===== src/rtl/mem_stage.sv =====
// Memory-access stage: issues loads/stores on the req/gnt/rvalid data-memory
// port, stalls upstream while an access is in flight, and owns MEM/WB.
module mem_stage #(
  parameter int D_SIZE        = 32,
  parameter int ADDR_LINE_REG = 5,
  parameter int STALL_CNT_W   = 16
) (
  input  logic                     clk,
  input  logic                     rst_n,
  input  logic                     ex_valid_f_ex,
  input  logic                     mem_read_f_ex,
  input  logic                     mem_write_f_ex,
  input  logic                     mem_to_reg_f_ex,
  input  logic                     reg_write_f_ex,
  input  logic [D_SIZE-1:0]        alu_out_f_ex,
  input  logic [D_SIZE-1:0]        store_data_f_ex,
  input  logic [ADDR_LINE_REG-1:0] rd_addr_f_ex,
  output logic                     stall_f_mem,
  output logic                     dmem_req,
  output logic                     dmem_we,
  output logic [D_SIZE-1:0]        dmem_addr,
  output logic [D_SIZE-1:0]        dmem_wdata,
  input  logic                     dmem_gnt,
  input  logic                     dmem_rvalid,
  input  logic [D_SIZE-1:0]        dmem_rdata,
  output logic                     mem_to_reg_f_mem,
  output logic                     reg_write_f_mem_2_wb,
  output logic [D_SIZE-1:0]        alu_out_f_mem_2_wb,
  output logic [ADDR_LINE_REG-1:0] alu_add_f_mem_2_wb,
  output logic [STALL_CNT_W-1:0]   stall_cycles
);

  typedef enum logic [1:0] {
    IDLE     = 2'd0,
    REQ      = 2'd1,
    WAIT_RSP = 2'd2
  } state_t;

  state_t state, state_nxt;

  logic memop;
  logic capture;
  logic wb_alu;
  logic wb_load;

  logic [D_SIZE-1:0]        addr_p0;
  logic [D_SIZE-1:0]        wdata_p0;
  logic                     we_p0;
  logic [ADDR_LINE_REG-1:0] rd_p0;
  logic                     reg_write_p0;
  logic                     mem_to_reg_p0;
  // Load completion always selects memory data, so the captured flag has no consumer.
  logic                     unused_mem_to_reg;

  function automatic logic [STALL_CNT_W-1:0] sat_inc(input logic [STALL_CNT_W-1:0] v);
    return (&v) ? v : v + STALL_CNT_W'(1);
  endfunction

  assign memop   = ex_valid_f_ex & (mem_read_f_ex | mem_write_f_ex);
  assign capture = (state == IDLE) & memop;
  assign wb_alu  = (state == IDLE) & ex_valid_f_ex & ~memop;
  assign wb_load = (state == WAIT_RSP) & dmem_rvalid;

  assign dmem_req   = (state == REQ);
  assign dmem_we    = we_p0;
  assign dmem_addr  = addr_p0;
  assign dmem_wdata = wdata_p0;

  assign unused_mem_to_reg = mem_to_reg_p0;

  // Stall releases in the completing cycle so EX advances on that same edge.
  always_comb begin
    state_nxt   = state;
    stall_f_mem = 1'b0;
    case (state)
      IDLE: begin
        if (memop) begin
          stall_f_mem = 1'b1;
          state_nxt   = REQ;
        end
      end
      REQ: begin
        if (!dmem_gnt) begin
          stall_f_mem = 1'b1;
        end else if (we_p0) begin
          state_nxt = IDLE;
        end else begin
          stall_f_mem = 1'b1;
          state_nxt   = WAIT_RSP;
        end
      end
      WAIT_RSP: begin
        if (dmem_rvalid) state_nxt = IDLE;
        else             stall_f_mem = 1'b1;
      end
      default: state_nxt = IDLE;
    endcase
  end

  always_ff @(posedge clk or negedge rst_n) begin
    if (!rst_n) state <= IDLE;
    else        state <= state_nxt;
  end

  // Request capture: EX fields frozen for the whole access
  always_ff @(posedge clk or negedge rst_n) begin
    if (!rst_n) begin
      addr_p0       <= '0;
      wdata_p0      <= '0;
      we_p0         <= 1'b0;
      rd_p0         <= '0;
      reg_write_p0  <= 1'b0;
      mem_to_reg_p0 <= 1'b0;
    end else if (capture) begin
      addr_p0       <= alu_out_f_ex;
      wdata_p0      <= store_data_f_ex;
      we_p0         <= mem_write_f_ex;
      rd_p0         <= rd_addr_f_ex;
      reg_write_p0  <= reg_write_f_ex;
      mem_to_reg_p0 <= mem_to_reg_f_ex;
    end
  end

  // MEM/WB boundary: bubbles clear only the control bits, data holds
  always_ff @(posedge clk or negedge rst_n) begin
    if (!rst_n) begin
      reg_write_f_mem_2_wb <= 1'b0;
      mem_to_reg_f_mem     <= 1'b0;
      alu_out_f_mem_2_wb   <= '0;
      alu_add_f_mem_2_wb   <= '0;
    end else begin
      reg_write_f_mem_2_wb <= 1'b0;
      mem_to_reg_f_mem     <= 1'b0;
      if (wb_alu) begin
        reg_write_f_mem_2_wb <= reg_write_f_ex;
        alu_out_f_mem_2_wb   <= alu_out_f_ex;
        alu_add_f_mem_2_wb   <= rd_addr_f_ex;
      end else if (wb_load) begin
        reg_write_f_mem_2_wb <= reg_write_p0;
        mem_to_reg_f_mem     <= 1'b1;
        alu_out_f_mem_2_wb   <= dmem_rdata;
        alu_add_f_mem_2_wb   <= rd_p0;
      end
    end
  end

  always_ff @(posedge clk or negedge rst_n) begin
    if (!rst_n)           stall_cycles <= '0;
    else if (stall_f_mem) stall_cycles <= sat_inc(stall_cycles);
  end

endmodule


===== config.mk =====
export PLATFORM = sky130hd
export DESIGN_NAME = mem_stage
export DESIGN_NICKNAME = d
export VERILOG_FILES = /design/src/rtl/mem_stage.sv
export SDC_FILE = /design/constraint.sdc
export NUM_CORES = 1
export LEC_CHECK = 0
export BUFFER_PORTS_ARGS = -buffer_cell sky130_fd_sc_hd__buf_4
export CAP_MARGIN = 20
export CORE_ASPECT_RATIO = 1.5
export CORE_MARGIN = 5
export CORE_UTILIZATION = 50
export DETAILED_ROUTE_END_ITERATION = 16
export HOLD_SLACK_MARGIN = 0.08
export PLACE_DENSITY = 0.84
export SKIP_CTS_REPAIR_TIMING = 1
export SYNTH_ARGS = -nofsm -noshare
export SYNTH_HDL_FRONTEND = slang
export SYNTH_SLANG_ARGS = --single-unit

===== constraint.sdc =====
create_clock -name clk -period 2.9 [get_ports clk]
set_clock_uncertainty 0.1 [all_clocks]
set_input_delay 0 -clock clk [delete_from_list [all_inputs] [get_ports clk]]
set_output_delay 0 -clock clk [all_outputs]
set_load 0.05 [all_outputs]

---- Word-level counts from Yosys, hierarchy flattened ----
Index checks and enable logic that the tools add are counted.
word-level totals
  flip-flop bits (word level) ............. 128
  input port bits ......................... 110
  output and inout port bits .............. 122
  logic and storage cells ................. 48
operators by class
  add/subtract/negate cells ............... 1
  eq/ne operators ......................... 5
  muxes and demuxes ....................... 18
  bitwise operators ....................... 8
  reductions and logical operators ........ 5
operators with widths
  operator                                               number
  two-way mux 32 bit                                     2
  adder 16 x 1 -> 16 bit, second input constant          1
  AND reduction 16 bit                                   1
  two-way mux 5 bit                                      2
  two-way mux 1 bit                                      8
  two-way mux 2 bit                                      4
  one-hot mux 2 bit (3 select lines)                     1
  bitwise AND 1 bit                                      5
  inequality test 2 bit, second input constant           2
  one-hot mux 1 bit (3 select lines)                     1
  AND reduction 3 bit                                    1
  == test 2 x 1 -> 1 bit, second input constant          1
  == test 2 bit, second input constant                   1
  zero test 2 bit                                        1
  inequality test 2 x 1 -> 1 bit, second input constant  1
  inverter 1 bit                                         2
  AND reduction 2 bit                                    1
  nonzero test 2 bit                                     1
  OR 1 bit                                               1

---- Depth between registers and ports, before layout ----
Gate-level depths: netlist of the first run.
  depth after elaboration ................. 5
  mapped depth ............................ 6
  mapped depth without buffers ............ 5

---- Worst setup path after synthesis of the first run ----
Ideal clock, no wire load.
  kind .................................... reg2reg
  start ................................... register stall_cycles[0]
  end ..................................... register stall_cycles[14]
  library setup time ...................... 125 ps
  arrival time ............................ 1,989 ps
  data required time ...................... 2,675 ps
  slack ................................... 686 ps
  cell stages (with the launch flop) ...... 7
  path buffers ............................ 1
  period minus slack after synthesis ...... 2,214 ps
  cells stage by stage .................... dfrtp_1 > ha_1 > nand4_1 > nor4_4 > buf_6 > nand3b_1 > mux2_4
between the ends
  longest elaborated chain between the ends .. 3
  elaborated cells on any way between the ends .. 4
  those cells by class .................... add/sub: 1; bitwise: 1; reduce/logical: 2
ends and longest elaborated chain
  element                                                         line  text
  start: declaration                                              30    output logic [STALL_CNT_W-1:0] stall_cycles
  start signal: assignment                                        149   else if (stall_f_mem) stall_cycles <= sat_inc(stall_cycles);
  branches (longest 3 deep; another with adder 16 x 1 -> 16 bit)  --
Parallel ways; which one is timed is not known.
A chain may end at the register's enable or synchronous reset.

---- Worst setup path in the final report of the first run ----
  start ................................... register state[1]
  end ..................................... register wdata_p0[27], in the netlist dmem_wdata[27]
between the ends
  longest elaborated chain between the ends .. 2
ends and longest elaborated chain
  element                   line  text
  start: declaration        39    state_t state, state_nxt;
  start signal: assignment  102   else state <= state_nxt;
  zero test 2 bit           60    assign capture = (state == IDLE) & memop;
  bitwise AND 1 bit         60
  end signal: assignment    116   wdata_p0 <= store_data_f_ex;
  end: declaration          47    logic [D_SIZE-1:0] wdata_p0;
Every way passes these cells.

==> flow_summary.yaml, run 1 <==
logic_synthesis:
  async_flop_share_pct: 100.0
  synthXorXnorAreaFrac_pct: 2.133
  synth_ff_type: "dfrtp_1"
  synthesis.nets: 482
  synth-seq-area-share_pct: 60.00
  syn_inst: 371
  synth_common_cells: "128 x dfrtp_1, 45 x mux2_2, 38 x a21o_1, 38 x a22o_1, 25 x mux2_1"
  synth_top_family_by_area: "multiplexers"
  synth_fa_ha_area_share_pct: 0.2344
  synth_largest_area_cell: "dfrtp_1"
  synth.area.mux_share_pct: 15.51
  syn_avg_cell_area_um2: 14.39
  yosysMostFrequentCell: "dfrtp_1"
  synth.top_cell.area_share_pct: 60.00
  synth_cell_types: 44
  synth-edff-count: 0
  synth-compound-area-share_pct: 15.19
  syn-cell-area_um2: 5339
  ys.warnings.count: 0
  ys_ff_latch: 128
  synth_simple_gate_area_share_pct: 4.406
  synth_area_leaders: "dfrtp_1 60%, mux2_2 9.5%, a22o_1 6.2%"
power:
  irDropWorstVdd_v: 0.001048
  clockPowerShare_pct: 19.3
  p_int_mw: 5.990
  pwr-share-seq_pct: 28.2
  power.share.combinational_pct: 52.5
  p_leak_nw: 4.398
  p_switching_mw: 5.406
  power_density_nw_per_um2: 1277
  netSwitchingFraction_pct: 47.44
worst_setup_path:
  start_kind: "register"
  cp.depth: 4
  path_buf_inv: 1
  slowest_delay_ns: 0.45
  crit_family: "simple AND/OR/NAND/NOR gates"
  cp-end-kind: "register"
  worstPathMaxFanout: 51
  criticalPathCategory: "register to register"
  required_ns: 3.09
  crit_slowest_cell: "and2_4"
  crit_chain: "nor3b_2 -> and2_4 -> buf_12 -> mux2_1"
  critPathArrivalTime_ns: 2.45
  reg2reg_depth: 4
floorplan:
  num_io_pins: 232
  die_x_um: 94.37
  initial_core_util_pct: 50.69
  dieHeight_um: 136.6
  coreArea_um2: 10530
  die_area_um2: 12890
  row_count: 46
clock_network:
  cts_tree: "built"
  numCtsBuffers: 17
  cts-htree-levels: 4
  clockBufferDepth: 2
  clock_sinks: 128
  clk_pin_slew_ns: 0.06
  root_buffer: "clkbuf_16"
  insertion_delay_ns: 0.42
drt:
  drt_wl_total_mm: 18.28
  vias: 4637
  dr.pass1.iters: 5
  wl_per_cell_um: 21.01
  drc_errors: 0
  via_per_inst: 5.330
  antenna_left: 0
  dr.first_iter.drc_count: 210
grt:
  use_met2_pct: 41.19
  grtUsageTotal_pct: 22.93
  grt_pass1_vias: 4549
  grt_use_met1_pct: 24.25
  met3_usage_pct: 6.821
  grt_max_degree: 63
  grt_overflow: 0
  grt_pass1_wl_mm: 22.58
  antenna_found_initial: 0
  top_usage_layer: "met2"
timing:
  fmax_mhz: 443.2
  finalHoldViolCount: 0
  rsz0062_at_grt: "false"
  slew_viol_final: 0
  tightest_slew_ns: 1.004
  slew_headroom_pct: 32.85
  tns_ns: 0
  setup_violations: 0
  fin_crit_sh_pct: 77.81
  min_period_ns: 2.257
finish:
  fin_area_um2: 8925
  drive_above_1_share_pct: 45.87
  n_antenna_cell: 0
  nNetsFinal: 824
  fillers: 526
  areaGrowthSynthToFinish_pct: 67.17
placement:
  io_buffers: 230
  placed_area_um2: 7231
  dp_hpwl_mm: 10.41
  routabilityCongestion: 0.7965
outcome:
  status: "finished clean"
job:
  max_cap_violations: 0
min_path:
  holdCritPathClass: "input port to asynchronous set/reset pin"
-- logic make-up after synthesis --
kind of cell,count (synthesis)
muxes,73
AOI/OAI and AO/OA,92
DFF,128
xor gates and xnor gates,13
and+or+nand+nor,35
adders and majority gates,1
buffers and inverters,29
-- power by group through the flow --
stage | clock network [mW] | logic [mW] | registers [mW]
3_3_place_gp | 0 | 5.67 | 3.11
2_1_floorplan | 0 | 1.21 | 5.83
5_1_grt | 2.30 | 6.18 | 3.30
4_1_cts | 2.21 | 5.78 | 3.15
6_report | 2.20 | 5.98 | 3.21
3_5_place_dp | 0 | 5.77 | 3.17
-- worst register-to-register path, delay by kind of cell, from the launching register on --
kind	cells	cell delay, ns
AND/OR/NAND/NOR	2	0.87
buffers and inverters	1	0.32
flip-flops	1	0.42
multiplexers	1	0.42
-- path summary, 6_finish.rpt --
path	start	to	slack, ns
max in group asynchronous	rst_n	dmem_addr[30]$_DFFE_PN0P_	1.27
worst max-delay path	state[1]$_DFFE_PN0P_	dmem_wdata[27]$_DFFE_PN0P_	0.64
worst max register to register	state[1]$_DFFE_PN0P_	dmem_wdata[27]$_DFFE_PN0P_	0.64
worst min register to register	alu_out_f_mem_2_wb[24]$_DFFE_PN0P_	alu_out_f_mem_2_wb[24]$_DFFE_PN0P_	0.38
worst min-delay path	rst_n	dmem_addr[25]$_DFFE_PN0P_	0.07
min in group clk	dmem_rvalid	mem_to_reg_f_mem$_DFF_PN0_	0.17
-- routing by layer --
layer  vias to the layer above  part of all wire (%)
met5                         -                     0
met4                         0                   3.2
met3                        38                   6.7
met2                       226                    57
met1                      2329                    33
li1                       2044                     -
-- registers in the layout, summed over array words and instances (netlist names), 2 cells and up --
name	count
alu_add_f_mem_2_wb	5
alu_out_f_mem_2_wb	32
dmem_addr	32
dmem_wdata	32
rd_p0	5
stall_cycles	16
state	2
-- per-stage QoR --
step | hold slack, ns | power, mW | util [%] | worst slack, ns | cells
after detailed placement | -0.1834 | 8.940 | 68.65 | 0.6927 | 730
final | 0.07023 | 11.40 | 84.74 | 0.6435 | 870
after global routing | 0.1090 | 11.79 | 84.74 | 0.5419 | 870
after global placement | -0.1933 | 8.779 | 68.65 | 0.7825 | 730
after CTS | -0.6195 | 11.14 | 74.47 | 0.6823 | 762
after floorplan | -0.3956 | 7.034 | - | 0.6862 | 371
-- cell usage in the layout, fill, tap and decap left out, types with 2 or more instances in the layout --
master         Yosys  layout
clkbuf_8           0       2
a211oi_1           5       5
dfrtp_1          128     128
bufinv_16          0       3
inv_6              0       2
nand3_1            5       5
dlygate4sd3_1      0     108
nand2_1            9       9
inv_1              6       6
and4_1             2       2
clkinv_4           0       2
a21o_1            38      38
a2111oi_2          4       4
mux2_1            25      25
mux2_4             2       2
nor2_1             3       2
buf_4              1     236
buf_12             0       2
a22o_1            38      38
mux2_2            45      45
xor2_1            12      12
clkinv_2           0       4
clkbuf_16          0      17
clkinvlp_4         0       2
-- area by class of cell --
type / count / area [µm²] / area share [%]
sequential: 128 / 3203 / 35.89
timing repair buffer: 346 / 2893 / 32.41
multi-input combinational: 214 / 2013 / 22.56
clock buffer: 19 / 452.9 / 5.075
tap: 144 / 180.2 / 2.019
clock inverter: 13 / 160.2 / 1.794
inverter: 6 / 22.52 / 0.2523
Power figures use the tool's default switching activity.
==> run 2: changes to the inputs <==
Settings changed: CORE_UTILIZATION 50 to 47, PLACE_DENSITY 0.84 to 0.79.
Clock period 2.9 ns to 2.1 ns, I/O delays scaled along.
==> flow_summary.yaml, run 2 (synthesis gave the netlist of run 1 again) <==
outcome:
  status: "finished clean"
placement:
  routabilityCongestion: 0.7963
  dp_hpwl_mm: 10.21
  io_buffers: 230
  placed_area_um2: 7296
worst_setup_path:
  slowest_delay_ns: 0.62
  worstPathMaxFanout: 11
  critPathArrivalTime_ns: 1.91
  crit_chain: "dlygate4sd3_1 -> buf_4 -> or2_1 -> a221oi_4 -> inv_1 -> buf_4"
  path_buf_inv: 4
  crit_top_cell: "buf_4"
  required_ns: 2.00
  start_kind: "input port"
  r2r_slack_ns: 0.18
  criticalPathCategory: "input port to output port"
  r2r_start: "stall_cycles[0]$_DFFE_PN0P_"
  cp-end-kind: "output port"
  reg2reg_depth: 6
  regToRegEndpoint: "stall_cycles[1]$_DFFE_PN0P_"
  crit_slowest_cell: "a221oi_4"
  crit_start: "mem_write_f_ex"
  crit_family: "buffers and inverters"
timing:
  hold-worst-slack_ns: 0.1033
  setup_violations: 0
  fin_crit_sh_pct: 95.77
  tightest_slew_ns: 0.9442
  min_period_ns: 2.011
  finalHoldViolCount: 0
  slew_viol_final: 0
  slew_headroom_pct: 36.90
  rsz0062_at_grt: "false"
  tns_ns: 0
  fmax_mhz: 497.2
floorplan:
  row_count: 47
  dieHeight_um: 140.5
  num_io_pins: 232
  initial_core_util_pct: 48.04
  coreArea_um2: 11110
  die_area_um2: 13630
  die_x_um: 97.02
power:
  p_int_mw: 8.443
  p_switching_mw: 7.300
  p_leak_nw: 4.419
  irDropWorstVdd_v: 0.001241
  clockPowerShare_pct: 19.6
  pwr-share-seq_pct: 27.9
  power.total_mw: 15.74
  netSwitchingFraction_pct: 46.37
  power_density_nw_per_um2: 1750
  power.share.combinational_pct: 52.5
drt:
  vias: 4603
  wl_per_cell_um: 19.73
  via_per_inst: 5.255
  drc_errors: 0
  drt_wl_total_mm: 17.28
  dr.pass1.iters: 4
  dr.first_iter.drc_count: 174
  antenna_left: 0
min_path:
  holdCritPathClass: "input port to asynchronous set/reset pin"
clock_network:
  clockBufferDepth: 2
  root_buffer: "clkbuf_16"
  numCtsBuffers: 17
  cts-htree-levels: 4
  clk_pin_slew_ns: 0.05
  insertion_delay_ns: 0.40
  cts_tree: "built"
  clock_sinks: 128
grt:
  grt_pass1_vias: 4471
  grt_max_degree: 129
  grt_overflow: 0
  grtUsageTotal_pct: 21.09
  antenna_found_initial: 2
  grt_pass1_wl_mm: 22.89
finish:
  utilization_pct: 80.94
  nNetsFinal: 825
  fin_area_um2: 8996
  drive_above_1_share_pct: 45.94
  layout_commonest_cell: "buf_4"
  layout_common_cells: "235 x buf_4, 126 x dfrtp_1, 107 x dlygate4sd3_1, 45 x mux2_2"
  areaGrowthSynthToFinish_pct: 68.50
job:
  max_cap_violations: 0
## run 2: worst reg2reg max path, delay by kind of cell (launching register included)
kind / cells / cell delay, ns
simple gates: 2 / 0.49
flops: 1 / 0.39
mux: 1 / 0.32
fa+ha+maj: 1 / 0.22
buf+inv: 1 / 0.21
compound gates: 1 / 0.07
## run 2: metrics by stage
| stage | setup WS (ns) | std cells |
|---|---|---|
| final | 0.08893 | 876 |
| after global routing | 0.008387 | 876 |
| after CTS | 0.1197 | 767 |
| after detailed placement | 0.2099 | 735 |
| after global placement | 0.2251 | 735 |
| after floorplan | 0.007018 | 371 |
## run 2: power groups by stage
stage | Sequential [mW] | Combinational, mW | Clock (mW)
after global routing | 4.53 | 8.57 | 3.26
after detailed placement | 4.37 | 8.04 | 0
final | 4.39 | 8.27 | 3.09
after floorplan | 8.05 | 1.67 | 0
after global placement | 4.29 | 7.92 | 0
after CTS | 4.34 | 8.06 | 3.13
## run 2: worst max path at each step
stage | end | cells past startpoint | slack (ns)
4_1_cts | stall_f_mem | 4 | 0.12
2_1_floorplan | stall_cycles[14]$_DFFE_PN0P_ | 5 | 0.007
3_3_place_gp | stall_cycles[5]$_DFFE_PN0P_ | 6 | 0.23
3_5_place_dp | stall_cycles[1]$_DFFE_PN0P_ | 6 | 0.21
5_1_grt | stall_f_mem | 6 | 0.008
6_report | stall_f_mem | 6 | 0.09
## run 2: area by class of cell
| cell class | count | area (µm²) |
|---|---|---|
| tap | 147 | 183.9 |
| fill | 559 | 2118 |
| sequential | 128 | 3206 |
| antenna | 2 | 5.005 |
| clock buffer | 23 | 467.9 |
| inverter | 6 | 22.52 |
| multi-input combinational | 214 | 2019 |
| clock inverter | 9 | 156.4 |
| timing repair buffer | 347 | 2935 |
## run 2: per-layer routing
layer  global-route usage (%)  share of wire (%)  vias to the layer above  routed length, µm
met5                        0                  0                        -                  0
met4                    6.731                2.9                        0                509
met2                    38.32                 56                      185               9747
li1                         -                  -                     2052                  -
met1                    22.89                 35                     2330               6038
met3                    7.313                5.7                       36                988
==> run 3: changes to the inputs <==
Settings changed: CELL_PAD_IN_SITES_DETAIL_PLACEMENT from default to 0, CELL_PAD_IN_SITES_GLOBAL_PLACEMENT from default to 2, CORE_UTILIZATION 47 to 30, PLACE_DENSITY 0.79 to default, PLACE_DENSITY_LB_ADDON from default to 0.1, REMOVE_ABC_BUFFERS from default to 1.
==> flow_summary.yaml, run 3 (synthesis gave the netlist of run 1 again) <==
grt:
  grt_max_degree: 50
  grt_overflow: 0
  grtUsageTotal_pct: 15.72
  grt_pass1_vias: 4311
  antenna_found_initial: 1
  grt_pass1_wl_mm: 25.03
floorplan:
  row_count: 59
  coreArea_um2: 17420
  dieHeight_um: 173.4
  die_area_um2: 20620
  die_x_um: 118.9
  initial_core_util_pct: 30.64
  num_io_pins: 232
outcome:
  status: "finished clean"
min_path:
  holdCritPathClass: "input port to asynchronous set/reset pin"
clock_network:
  clk_pin_slew_ns: 0.06
  cts_tree: "built"
  clock_sinks: 128
  root_buffer: "clkbuf_16"
  clockBufferDepth: 2
  insertion_delay_ns: 0.41
  numCtsBuffers: 17
  cts-htree-levels: 4
worst_setup_path:
  required_ns: 2.30
  start_kind: "register"
  cp-end-kind: "register"
  slowest_delay_ns: 0.41
  worstPathMaxFanout: 5
  crit_top_cell: "buf_4"
  critPathArrivalTime_ns: 2.16
  crit_slowest_cell: "dfrtp_1"
  crit_chain: "nor3b_2 -> a221oi_4 -> buf_4 -> buf_4 -> a21oi_2 -> mux2_4"
  criticalPathCategory: "register to register"
timing:
  fmax_mhz: 510.6
  min_period_ns: 1.959
  fin_crit_sh_pct: 93.26
  setup_violations: 0
  slew_headroom_pct: 52.83
  tns_ns: 0
  slew_viol_final: 0
  rsz0062_at_grt: "false"
  hold-worst-slack_ns: 0.06840
  finalHoldViolCount: 0
  tightest_slew_ns: 0.7075
drt:
  drt_wl_total_mm: 16.87
  highest_layer: "met4"
  wl_per_cell_um: 17.77
  via_per_inst: 4.647
  drc_errors: 0
  dr.pass1.iters: 4
  vias: 4410
  antenna_left: 0
  dr_wl_met2_mm: 9.391
  met3_length_um: 878
  wirelength_met1_mm: 6.232
  dr.first_iter.drc_count: 136
job:
  max_cap_violations: 0
finish:
  layout_commonest_cell: "buf_4"
  drive_above_1_share_pct: 46.53
  areaGrowthSynthToFinish_pct: 71.13
  nNetsFinal: 834
  final_cell_count_no_fill: 949
  layout_common_cells: "241 x buf_4, 128 x dfrtp_1, 107 x dlygate4sd3_1, 45 x mux2_2"
power:
  power.total_mw: 15.54
  p_leak_nw: 4.461
  power_density_nw_per_um2: 1701
  irDropWorstVdd_v: 0.0008460
placement:
  routabilityCongestion: 0.7538
  io_buffers: 230
  dp_hpwl_mm: 11.88
  place_inst: 808
run 3: cell types whose count changed in the layout (fill, tap and decap cells not counted), moves of 2 or more:
cell,change
dfrtp_2,-2
dfrtp_1,+2
buf_4,+6
clkinv_2,+3
clkbuf_1,-2
buf_12,+3
run 3: path summary, 6_finish.rpt:
kind	startpoint	to	slack, ns	cells past startpoint
hold reg to reg	alu_out_f_mem_2_wb[30]$_DFFE_PN0P_	alu_out_f_mem_2_wb[30]$_DFFE_PN0P_	0.37	1
setup / recovery	state[1]$_DFFE_PN0P_	stall_cycles[1]$_DFFE_PN0P_	0.14	6
hold / removal	rst_n	dmem_addr[3]$_DFFE_PN0P_	0.07	2
min in group clk	dmem_rvalid	reg_write_f_mem_2_wb$_DFF_PN0_	0.19	3
max in group asynchronous	rst_n	alu_out_f_mem_2_wb[11]$_DFFE_PN0P_	1.16	3
setup reg to reg	state[1]$_DFFE_PN0P_	stall_cycles[1]$_DFFE_PN0P_	0.14	6
run 3: worst max-delay path: cells and delay by family (launching register included):
kind	cells	cell delay [ns]
compound gates	2	0.31
flops	1	0.41
buf+inv	2	0.34
simple gates	1	0.38
mux	1	0.31
run 3: per-layer routing:
| layer | up-vias | track usage, % |
|---|---|---|
| met5 | - | 0 |
| met4 | 0 | 6.477 |
| met3 | 27 | 4.865 |
| met2 | 131 | 28.66 |
| met1 | 2186 | 16.63 |
| li1 | 2066 | - |
run 3: area by class of cell:
| class | instances | area [µm²] |
|---|---|---|
| tap | 213 | 266.5 |
| multi-input combinational | 214 | 2014 |
| antenna | 1 | 2.502 |
| fill | 1521 | 8285 |
| sequential | 128 | 3203 |
| clock inverter | 11 | 140.1 |
| clock buffer | 20 | 446.7 |
| timing repair buffer | 356 | 3040 |
| inverter | 6 | 22.52 |
run 3: through the flow:
stage	setup WS, ns	area, µm²	utilization, %
global placement	0.1854	7461	42.83
detailed placement	0.1648	7461	42.83
global route	0.04495	9136	52.44
finish	0.1414	9136	52.44
floorplan	-1.419	5226	-
CTS	-0.01953	8048	46.19
run 3: report_power, final:
part / leakage (nW) / total [mW] / internal (mW) / switching (mW)
clock network: 0.289 / 2.94 / 1.88 / 1.06
logic: 2.64 / 8.30 / 2.85 / 5.46
registers: 1.54 / 4.30 / 3.62 / 0.679
